[src/rtl/mem_port_arbiter_pkg.sv]
// Shared definitions for the two-port memory arbiter.
//  - arb_state_e : arbiter FSM encodings (IDLE / ISSUE / RESP)
//  - PORT_I      : index of the instruction-cache port
//  - PORT_D      : index of the data-cache port
package mem_port_arbiter_pkg;

    typedef enum logic [1:0] {
        ST_IDLE  = 2'd0,
        ST_ISSUE = 2'd1,
        ST_RESP  = 2'd2
    } arb_state_e;

    localparam logic PORT_I = 1'b0;
    localparam logic PORT_D = 1'b1;

endpackage

[src/rtl/mem_port_arbiter_rr_pick2.sv]
// Combinational two-way round-robin picker.
// Ports:
//  valid [1:0] in  : per-port request flags
//  last        in  : port granted most recently
//  grant       out : chosen port (meaningful only when any=1)
//  any         out : at least one port is requesting
module mem_port_arbiter_rr_pick2
    import mem_port_arbiter_pkg::*;
(
    input  logic [1:0] valid,
    input  logic       last,
    output logic       grant,
    output logic       any
);

    always_comb begin
        any   = |valid;
        grant = PORT_I;
        if (&valid) begin
            // Contention: the port that did not win last time goes next.
            grant = ~last;
        end else if (valid[PORT_D]) begin
            grant = PORT_D;
        end
    end

endmodule

[src/rtl/mem_port_arbiter.sv]
// Shares one line-wide memory port between the instruction cache (port 0) and
// the data cache (port 1). One transaction in flight, round-robin on contention,
// registered memory-side outputs, one-cycle completion pulse back to the owner,
// and an abort with error pulse if memory does not answer within TIMEOUT cycles.
// Ports:
//  clk, r_n                 : clock, asynchronous active-low reset
//  req_valid/rw/addr/wdata  : per-port requests, port p in slice p
//  req_ready/req_err        : one-cycle completion / timeout pulse to the owner
//  req_rdata                : last read line, updated only on successful reads
//  mem_valid/rw/addr/wdata  : registered request to memory, held until mem_ready
//  mem_rdata/mem_ready      : memory response, sampled only while issuing
module mem_port_arbiter
    import mem_port_arbiter_pkg::*;
#(
    parameter int ADDR_W  = 32,
    parameter int LINE_W  = 128,
    parameter int TIMEOUT = 255
) (
    input  logic                  clk,
    input  logic                  r_n,
    input  logic [1:0]            req_valid,
    input  logic [1:0]            req_rw,
    input  logic [2*ADDR_W-1:0]   req_addr,
    input  logic [2*LINE_W-1:0]   req_wdata,
    output logic [1:0]            req_ready,
    output logic [1:0]            req_err,
    output logic [LINE_W-1:0]     req_rdata,
    output logic                  mem_valid,
    output logic                  mem_rw,
    output logic [ADDR_W-1:0]     mem_addr,
    output logic [LINE_W-1:0]     mem_wdata,
    input  logic [LINE_W-1:0]     mem_rdata,
    input  logic                  mem_ready
);

    localparam int CNT_W = $clog2(TIMEOUT + 1);
    // Last ISSUE cycle index; cnt starts at 0 so mem_valid stays up TIMEOUT cycles.
    localparam logic [CNT_W-1:0] CNT_LAST = CNT_W'(TIMEOUT - 1);

    arb_state_e        state_q, state_d;
    logic              owner_q, owner_d;
    logic              last_grant_q, last_grant_d;
    logic [CNT_W-1:0]  cnt_q, cnt_d;
    logic              mem_valid_q, mem_valid_d;
    logic              mem_rw_q, mem_rw_d;
    logic [ADDR_W-1:0] mem_addr_q, mem_addr_d;
    logic [LINE_W-1:0] mem_wdata_q, mem_wdata_d;
    logic [1:0]        req_ready_q, req_ready_d;
    logic [1:0]        req_err_q, req_err_d;
    logic [LINE_W-1:0] req_rdata_q, req_rdata_d;

    logic              pick_grant;
    logic              pick_any;

    // Split the flat request buses into per-port views.
    logic [ADDR_W-1:0] port_addr  [2];
    logic [LINE_W-1:0] port_wdata [2];
    for (genvar gi = 0; gi < 2; gi++) begin : g_port
        assign port_addr[gi]  = req_addr[gi*ADDR_W +: ADDR_W];
        assign port_wdata[gi] = req_wdata[gi*LINE_W +: LINE_W];
    end

    mem_port_arbiter_rr_pick2 u_pick (
        .valid (req_valid),
        .last  (last_grant_q),
        .grant (pick_grant),
        .any   (pick_any)
    );

    always_comb begin
        state_d      = state_q;
        owner_d      = owner_q;
        last_grant_d = last_grant_q;
        cnt_d        = cnt_q;
        mem_valid_d  = mem_valid_q;
        mem_rw_d     = mem_rw_q;
        mem_addr_d   = mem_addr_q;
        mem_wdata_d  = mem_wdata_q;
        req_ready_d  = 2'b00;
        req_err_d    = 2'b00;
        req_rdata_d  = req_rdata_q;

        case (state_q)
            ST_IDLE: begin
                mem_valid_d = 1'b0;
                if (pick_any) begin
                    owner_d      = pick_grant;
                    last_grant_d = pick_grant;
                    mem_valid_d  = 1'b1;
                    mem_rw_d     = req_rw[pick_grant];
                    mem_addr_d   = port_addr[pick_grant];
                    mem_wdata_d  = port_wdata[pick_grant];
                    cnt_d        = '0;
                    state_d      = ST_ISSUE;
                end
            end
            ST_ISSUE: begin
                // mem_ready wins over a coincident timeout.
                if (mem_ready) begin
                    mem_valid_d          = 1'b0;
                    req_ready_d[owner_q] = 1'b1;
                    if (!mem_rw_q) begin
                        req_rdata_d = mem_rdata;
                    end
                    state_d = ST_RESP;
                end else if (cnt_q == CNT_LAST) begin
                    mem_valid_d          = 1'b0;
                    req_ready_d[owner_q] = 1'b1;
                    req_err_d[owner_q]   = 1'b1;
                    state_d              = ST_RESP;
                end else begin
                    cnt_d = cnt_q + CNT_W'(1);
                end
            end
            ST_RESP: begin
                // Pulses clear via the defaults above.
                state_d = ST_IDLE;
            end
            default: begin
                mem_valid_d = 1'b0;
                state_d     = ST_IDLE;
            end
        endcase
    end

    always_ff @(posedge clk or negedge r_n) begin
        if (!r_n) begin
            state_q      <= ST_IDLE;
            owner_q      <= PORT_I;
            last_grant_q <= PORT_D;
            cnt_q        <= '0;
            mem_valid_q  <= 1'b0;
            mem_rw_q     <= 1'b0;
            mem_addr_q   <= '0;
            mem_wdata_q  <= '0;
            req_ready_q  <= 2'b00;
            req_err_q    <= 2'b00;
            req_rdata_q  <= '0;
        end else begin
            state_q      <= state_d;
            owner_q      <= owner_d;
            last_grant_q <= last_grant_d;
            cnt_q        <= cnt_d;
            mem_valid_q  <= mem_valid_d;
            mem_rw_q     <= mem_rw_d;
            mem_addr_q   <= mem_addr_d;
            mem_wdata_q  <= mem_wdata_d;
            req_ready_q  <= req_ready_d;
            req_err_q    <= req_err_d;
            req_rdata_q  <= req_rdata_d;
        end
    end

    assign req_ready = req_ready_q;
    assign req_err   = req_err_q;
    assign req_rdata = req_rdata_q;
    assign mem_valid = mem_valid_q;
    assign mem_rw    = mem_rw_q;
    assign mem_addr  = mem_addr_q;
    assign mem_wdata = mem_wdata_q;

endmodule

[config.mk]
export PLATFORM = sky130hd
export DESIGN_NAME = mem_port_arbiter
export DESIGN_NICKNAME = d
export VERILOG_FILES = /design/src/rtl/mem_port_arbiter_pkg.sv /design/src/rtl/mem_port_arbiter_rr_pick2.sv /design/src/rtl/mem_port_arbiter.sv
export SDC_FILE = /design/constraint.sdc
export NUM_CORES = 1
export LEC_CHECK = 0
export BUFFER_PORTS_ARGS = -buffer_cell sky130_fd_sc_hd__buf_2
export CAP_MARGIN = 20
export CORE_AREA = 2 2 294 296
export CTS_BUF_LIST = sky130_fd_sc_hd__clkbuf_2 sky130_fd_sc_hd__clkbuf_4 sky130_fd_sc_hd__clkbuf_8
export CTS_CLUSTER_DIAMETER = 30
export DETAILED_ROUTE_END_ITERATION = 8
export DIE_AREA = 0 0 296 298
export GPL_TIMING_DRIVEN = 0
export RECOVER_POWER = 50
export SYNTH_ARGS = -nofsm -noshare
export SYNTH_HDL_FRONTEND = slang
export SYNTH_SLANG_ARGS = --single-unit
[constraint.sdc]
create_clock -name clk -period 1.5 [get_ports clk]
set_input_delay 0.375 -clock clk [delete_from_list [all_inputs] [get_ports clk]]
set_output_delay 0.375 -clock clk [all_outputs]
set_load 0.05 [all_outputs]
[Yosys cells after proc, flatten, opt, wreduce, memory -nomap -nowiden]
Index checks and enable logic that the tools add are counted.
Operators by class
  add/sub/neg operators: 1
  order comparisons: 4
  equal/unequal tests: 7
  muxes and demuxes: 29
  bitwise logic cells: 4
  reductions and logical operators: 10
Operators by type and width (count)
  $mux W128: 3
  $mux W32: 3
  $mux W8: 3
  $mux W2: 8
  $pmux W8 S2: 1
  $add A8 B1 Y8 const B: 1
  $eq A8 B8 Y1 const B: 1
  $mux W1: 8
  $reduce_and A2 Y1: 4
  $ne A2 B2 Y1 const B: 3
  $lt A1 B2 Y1 const B: 2
  $pmux W2 S2: 1
  $reduce_and A4 Y1: 1
  $ne A3 B3 Y1 const B: 1
  $not A1 Y1: 3
  $pmux W1 S3: 1
  $reduce_and A3 Y1: 1
  $eq A2 B1 Y1 const B: 1
  $eq A2 B2 Y1 const B: 1
  $ge A2 B2 Y1 const B: 1
  $logic_not A2 Y1: 1
  $not A1 Y2: 1
  $reduce_bool A2 Y1: 1
  $reduce_or A2 Y1: 1
  other kinds (3): 3
Storage, ports and cells
  bits in registers: 306
  input bits: 455
  output and inout bits: 294

[Logic depth before layout (Yosys ltp)]
Gate-level depths: netlist (run 1).
  word-level depth: 7
  mapped depth: 7

[Cells and area by module]
A second synthesis (run 1) with hierarchy kept.
Unflattened totals
  cell total of the unflattened synthesis: 1043
  area total of the unflattened synthesis: 12991.2 um2
Modules (own cells, without submodules)
  mem_port_arbiter: instances 1, cells an instance 1041, area an instance 12977.4 um2
  mem_port_arbiter_rr_pick2: instances 1, cells an instance 2, area an instance 13.8 um2

[Worst setup path before layout (run 1)]
No wires, ideal clock.
  path type: flip-flop to flip-flop
  start: reg mem_rw_q (netlist: mem_rw)
  end: reg req_rdata_q[100] (netlist: req_rdata[100])
  library setup time: 0.128 ns
  arrival: 1.479 ns
  slack: -0.107 ns
  stages on the path, launching flop included: 5
  buffers on the path: 2
  clock period less this slack: 1.607 ns
  cell sequence: dfrtp_1 nor3b_2 buf_4 buf_4 mux2_1
Between the ends
  cells in the longest elaborated chain, start to end: 2
RTL lines
  start, declared: RTL line mem_port_arbiter.sv:45  | logic mem_rw_q, mem_rw_d;
  start signal, assigned: RTL line mem_port_arbiter.sv:145  | mem_rw_q <= mem_rw_d;
  $not A1 Y1 (no source line)
  $reduce_and A3 Y1 (no source line)
  end signal, assigned: RTL line mem_port_arbiter.sv:150  | req_rdata_q <= req_rdata_d;
  end, declared: RTL line mem_port_arbiter.sv:50  | logic [LINE_W-1:0] req_rdata_q, req_rdata_d;
No other way between the ends.
A chain may end at the register's enable or synchronous reset.

[Worst setup path in the final report (run 1)]
  start: reg mem_rw_q (netlist: mem_rw)
  end: out mem_rw
RTL lines
  end, declared: RTL line mem_port_arbiter.sv:29  | output logic mem_rw,
No word-level cell between the ends.

==> impl_metrics.tcl, run 1 <==
set metrics [dict create \
    status "finished, violations left" \
    violations "negative setup slack" \
    cpPeakStageDelay_ps 560 \
    setup_ws_ps -280.6 \
    crit_type "flop to output port" \
    io_pins 749 \
    dieArea_sq_um 88210 \
    rsz0062_at_grt "true" \
    cellInternalPower_mw 29.23 \
    ys_warn_count 0 \
    post_drt_wl_per_cell_um 18.04 \
    fmax_mhz 561.6 \
    postSynthCellCount 1046 \
    viasPerCell 3.968 \
    period_minus_slack_ps 1781 \
    rows 107 \
    crit_required_ps 1120 \
    max-slew-margin-rel_pct 36.76 \
    ant_nets 0 \
    numCtsBuffers 78 \
    clk_pin_slew_ps 60 \
    core_area_sq_um 84880 \
    top_layer "met4" \
    ys.flop_type "dfrtp_1" \
    ir_worst_vdd_mv 1.306 \
    dr.pass1.iters 5 \
    cts_sinks 306 \
    die_x_um 296 \
    fin_nets 2805 \
    r2r_setup_slack_ps -280 \
    seq_area_frac_synth_pct 59.34 \
    layout_commonest_cell "buf_2" \
    critPathLaunch "mem_rw" \
    hold_viol 0 \
    drive_gt1_share_pct 43.16 \
    synthDistinctLibCells 36 \
    antenna_found_initial 5 \
    p_comb_share_pct 53.6 \
    cts.path.max_buffers 3 \
    maxCapViolCount 0 \
    critPathLaunchType "flop" \
    worstPathMaxFanout 3 \
    powerDensity_nw_per_um2 2251 \
    p_switching_mw 29.35 \
    async_flop_share_pct 100.0 \
    dpl.hpwl_mm 39.94 \
    syn_avg_cell_area_sq_um 12.34 \
    skew_ps 29.87 \
    syn-num-nets 1503 \
    wl_met3_mm 5.977 \
    synth-seq-cells 306 \
    whs_path_depth 3 \
    cts_tree "built" \
    worstPathBufferInverterCount 1 \
    grt-ovfl-total 0 \
    grt_pass1_vias 15450 \
    drt_iter0_markers 711 \
    initial_core_util_pct 15.21 \
    final_cell_mix "725 x buf_2, 447 x dlygate4sd3_1, 300 x dfrtp_1" \
    die_h_um 298 \
    whs_endpoint "mem_wdata[123]" \
    vias 14140 \
    min_from "req_wdata[123]" \
    p_leak_nw 12.29 \
    globalplace.congestion 0.8426 \
    p_clk_share_pct 21.3 \
    cts_max_level 3 \
    path_cells "buf_8" \
    clockRootBuffer "clkbuf_8" \
    gr-usage-all-layers_pct 13.75 \
    cpMaxStageDelayCell "dfrtp_4" \
    area_growth_pct 101.6 \
    whs_ps 66.68 \
    grt_max_degree 108 \
    synth_edf_count 0 \
    fin_crit_sh_pct 118.7 \
    power_mw 58.58 \
    switching_share_pct 50.10 \
    cp-end-kind "output port" \
    pwr-share-seq_pct 25.1 \
    drv_slew 0 \
    place.port_buffers 748 \
    setup_viol 717 \
    critical_path_arrival_ps 1410 \
    wl_met1_mm 23.72 \
    r2r-start "last_grant_q" \
    met2WireLength_mm 30.88 \
    netlist_area_sq_um 12910 \
    tightest_slew_ps 948.6 \
    grt_pass1_wl_mm 91.23 \
    hold_path_class "primary input to flop" \
    worstReg2RegEnd "mem_wdata[83]" \
    drc 0 \
    worstSkewPairLatency_ps 660 \
    routed_wl_mm 64.29 \
    rr_worst_depth 8 \
    crit_family "flip-flops" \
]
## area by class of cell
| type | count | area [sq um] |
|---|---|---|
| clock inverter | 39 | 528.0 |
| sequential | 306 | 7667 |
| inverter | 3 | 11.26 |
| timing repair buffer | 1224 | 9015 |
| tap | 1144 | 1431 |
| multi-input combinational | 667 | 5263 |
| clock buffer | 105 | 1370 |
| fill | 8468 | 58850 |
| antenna | 7 | 17.52 |
| buffer | 68 | 721.9 |
## synthesized netlist by cell type (all sizes together), types with 2 or more instances
library cell	instances	area share, %
ha	2	0.19
o31ai	3	0.17
nor2	5	0.16
mux2i	161	12
mux2	128	11
clkbuf	16	0.47
buf	54	2.7
dfrtp	305	59
nand2b	3	0.20
nand4	2	0.097
a31oi	5	0.24
nor3b	2	0.19
and3	3	0.15
inv	3	0.087
nand2	166	4.8
nand3	3	0.12
a21oi	6	0.23
o21ai	167	6.5
## per-layer routing
| metal | track usage [%] | vias to the layer above |
|---|---|---|
| met1 | 14.53 | 6772 |
| li1 | - | 6312 |
| met3 | 4.976 | 235 |
| met4 | 8.586 | 0 |
| met2 | 23.15 | 818 |
| met5 | 0 | - |
## worst max-delay path by stage
| stage | cells past startpoint | endpoint |
|---|---|---|
| 3_5_place_dp | 7 | mem_wdata[113] |
| 3_3_place_gp | 1 | mem_rw |
| 6_report | 1 | mem_rw |
| 4_1_cts | 1 | mem_rw |
| 5_1_grt | 1 | mem_rw |
| 2_1_floorplan | 5 | req_rdata[100] |
## power by group through the flow
stage	Sequential [mW]	Clock, mW	Combinational (mW)
global route	15.2	13.3	32.9
global placement	14.4	0	28.0
finish	14.7	12.5	31.4
detailed placement	14.5	0	28.2
floorplan	28.1	0	6.16
CTS	14.6	12.9	30.9
## logic make-up (layout without fill, tap and decap cells)
logic type                 count (synthesis)  after routing  synth area share (%)
DFF                                      306            306                 59.34
muxes                                    289            289                 23.65
and+or+nand+nor                          189            189                 6.059
AOI/OAI and AO/OA                        187            187                 7.523
buffers and inverters                     73           1439                 3.228
adders and majority gates                  2              2                0.1939
other                                      0              7                     0
## what timing repair did
item,in CTS,in global routing
endpoints found under the setup margin,581,761
pin swaps,3,1
endpoints found under the hold margin,385,0
cloned,11,1
hold buffers,447,0
setup buffers,14,3
resized for setup,182,79
## per-stage QoR
step | util [%] | cell area (sq um) | setup TNS, ps | std cells | setup WS, ps
2_1_floorplan | - | 12910 | -2457 | 1046 | -20.94
3_3_place_gp | 21.31 | 18090 | -1999970 | 2938 | -6558
3_5_place_dp | 21.39 | 18150 | -195550 | 2940 | -1372
4_1_cts | 30.34 | 25750 | -132080 | 3556 | -405.5
5_1_grt | 30.66 | 26020 | -178280 | 3562 | -379.8
6_report | 30.66 | 26030 | -93260 | 3563 | -280.6
## state kept, by name, indices dropped and copies added (netlist names)
name          flops
mem_wdata       128
req_rdata       128
mem_addr         32
cnt_q             8
req_err           2
req_ready         2
state_q           2
last_grant_q      1
mem_rw            1
mem_valid         1
owner_q           1
No activity file was read; power rests on OpenSTA's default activity.
==> run 2: changes to the inputs <==
--- a/config.mk
+++ b/config.mk
@@ -17,3 +17,4 @@
 export SYNTH_ARGS = -nofsm -noshare
 export SYNTH_HDL_FRONTEND = slang
 export SYNTH_SLANG_ARGS = --single-unit
+export TNS_END_PERCENT = 20
==> run 2 against run 1 <==
  * The flow still finishes with violations (negative setup slack)
  * Design area rose by 4.6%
  * Total power rose by 6.2%
  * Sequential power rose by 3%
  * First-iteration DRC count fell by 8.4%
  * Fmax fell by 1.0%
  * Non-clock buffer count rose by 33
  * Core utilization rose by 1.4 points
  * Sequential cell count did not move
  * Worst hold slack improved by 340 ps
  * Routed wire length rose by 4.6%
  * Sequential share of layout area fell by 1.3 points
  * Highest routed layer unchanged
==> impl_metrics.tcl, run 2 (synthesized netlist as in run 1, its figures left out) <==
set metrics [dict create \
    clockRootBuffer "clkbuf_8" \
    p_clk_share_pct 19.8 \
    tightest_slew_ps 904.5 \
    cp-end-kind "flop" \
    hold_path_class "primary input to asynchronous set/reset pin" \
    vias 14260 \
    rsz0062_at_grt "true" \
    place.port_buffers 748 \
    p_switching_mw 30.19 \
    p_comb_share_pct 56.0 \
    final_cells 3598 \
    drive_gt1_share_pct 46.96 \
    fmax_mhz 555.8 \
    grt_pass1_vias 15460 \
    io_pins 749 \
    hold_viol 0 \
    critical_path_arrival_ps 2330 \
    layout_commonest_cell "buf_2" \
    worstPathMaxFanout 10 \
    critPathLaunchType "flop" \
    pwr-share-seq_pct 24.3 \
    clk_pin_slew_ps 60 \
    antenna_found_initial 5 \
    status "finished, violations left" \
    post_drt_wl_per_cell_um 18.68 \
    initial_core_util_pct 15.21 \
    grt_max_degree 110 \
    dr.pass1.iters 4 \
    period_minus_slack_ps 1799 \
    power_mw 62.23 \
    crit_type "flop to flop" \
    grt_pass1_wl_mm 91.82 \
    cts_sinks 306 \
    cts_max_level 3 \
    ant_nets 0 \
    setup_viol 687 \
    globalplace.congestion 0.8446 \
    die_x_um 296 \
    fin_crit_sh_pct 120.0 \
    grt-ovfl-total 0 \
    max-slew-margin-rel_pct 39.70 \
    drv_slew 0 \
    die_h_um 298 \
    worstSkewPairLatency_ps 670 \
    crit_required_ps 2030 \
    routed_wl_mm 67.22 \
    core_area_sq_um 84880 \
    cts.path.max_buffers 3 \
    cts_tree "built" \
    setup_ws_ps -299.4 \
    skew_ps 23.18 \
    p_leak_nw 12.94 \
    design_area_sq_um 27230 \
    area_growth_pct 111.0 \
    dieArea_sq_um 88210 \
    numCtsBuffers 79 \
    ir_worst_vdd_mv 1.247 \
    fin_nets 2839 \
    place_area_sq_um 18150 \
    powerDensity_nw_per_um2 2285 \
    drc 0 \
    cellInternalPower_mw 32.05 \
    maxCapViolCount 0 \
    rows 107 \
    finish.utilization_pct 32.09 \
    viasPerCell 3.962 \
    dpl.hpwl_mm 39.78 \
    switching_share_pct 48.51 \
    drt_iter0_markers 651 \
    dp.cells 2940 \
    final_cell_mix "663 x buf_2, 454 x dlygate4sd3_1, 297 x dfrtp_1" \
    gr-usage-all-layers_pct 13.90 \
    violations "negative setup slack" \
]
==> run 2: cell types whose count changed in the layout (fill, tap and decap cells not counted), sizes merged <==
| cell | previous run | this run |
|---|---|---|
| dlygate4sd3 | 447 | 454 |
| bufbuf | 1 | 0 |
| clkbuf | 122 | 139 |
| bufinv | 11 | 9 |
| clkinv | 12 | 17 |
| buf | 827 | 843 |
| clkinvlp | 12 | 5 |
==> run 2: cell type report <==
cell class,count,area (sq um)
fillers,8269,57650
repair buffers,1255,9723
flip-flops and latches,306,7669
multi-input cells,667,5532
clock buffers,111,1440
well taps,1144,1431
plain buffers,70,979.7
clock inverters,35,430.4
diodes,7,17.52
inverters,3,11.26
==> run 2: critical path, stage by stage (launching register included) <==
cell	delay, ps
dfrtp_2	430
nand2b_4	170
nor3b_4	230
buf_12	170
buf_16	160
buf_12	160
mux2_1	340
==> run 2: power groups by stage <==
stage          Combinational [mW]  Sequential, mW  Clock [mW]
2_1_floorplan                6.13            28.1           0
3_3_place_gp                 27.8            14.4           0
3_5_place_dp                 28.1            14.5           0
4_1_cts                      31.7            14.7        12.6
5_1_grt                      36.4            15.5        13.1
6_report                     34.8            15.1        12.3
==> run 2: through the flow <==
step	worst slack [ps]	TNS, ps	hold WS [ps]
after global routing	-337.1	-168060	385.6
final	-299.4	-99890	403.3
after detailed placement	-1375	-202370	460.7
after global placement	-6440	-2013460	462.0
after CTS	-314.2	-142820	-201.7
after floorplan	-20.94	-2429	79.41
==> run 2: worst paths after layout <==
check / startpoint / to / slack [ps] / cells past startpoint
max: state_q[1] / req_rdata[42] / -300 / 6
max in group asynchronous: r_n / mem_wdata[126] / -120 / 3
min in group clk: mem_rdata[65] / req_rdata[65] / 450 / 3
min reg2reg: mem_wdata[53] / mem_wdata[53] / 470 / 2
min: r_n / req_rdata[21] / 400 / 2
max reg2reg: state_q[1] / req_rdata[42] / -300 / 6
==> run 2: repair_timing <==
item | 4_1_cts | 5_1_grt
pin swaps | 8 | 9
resized for setup | 274 | 259
endpoints found under the hold margin | 383 | 1
setup buffers | 12 | 22
setup endpoints to repair | 590 | 691
cloned | 5 | 14
hold buffers | 452 | 2
==> run 2: metal layers <==
metal  track usage, %  vias up  wire [um]
li1                 -     6387          -
met1            14.35     6876      24600
met2            24.37      779      33600
met3            3.894      215       5122
met4            9.331        0       3902
met5                0        -          0
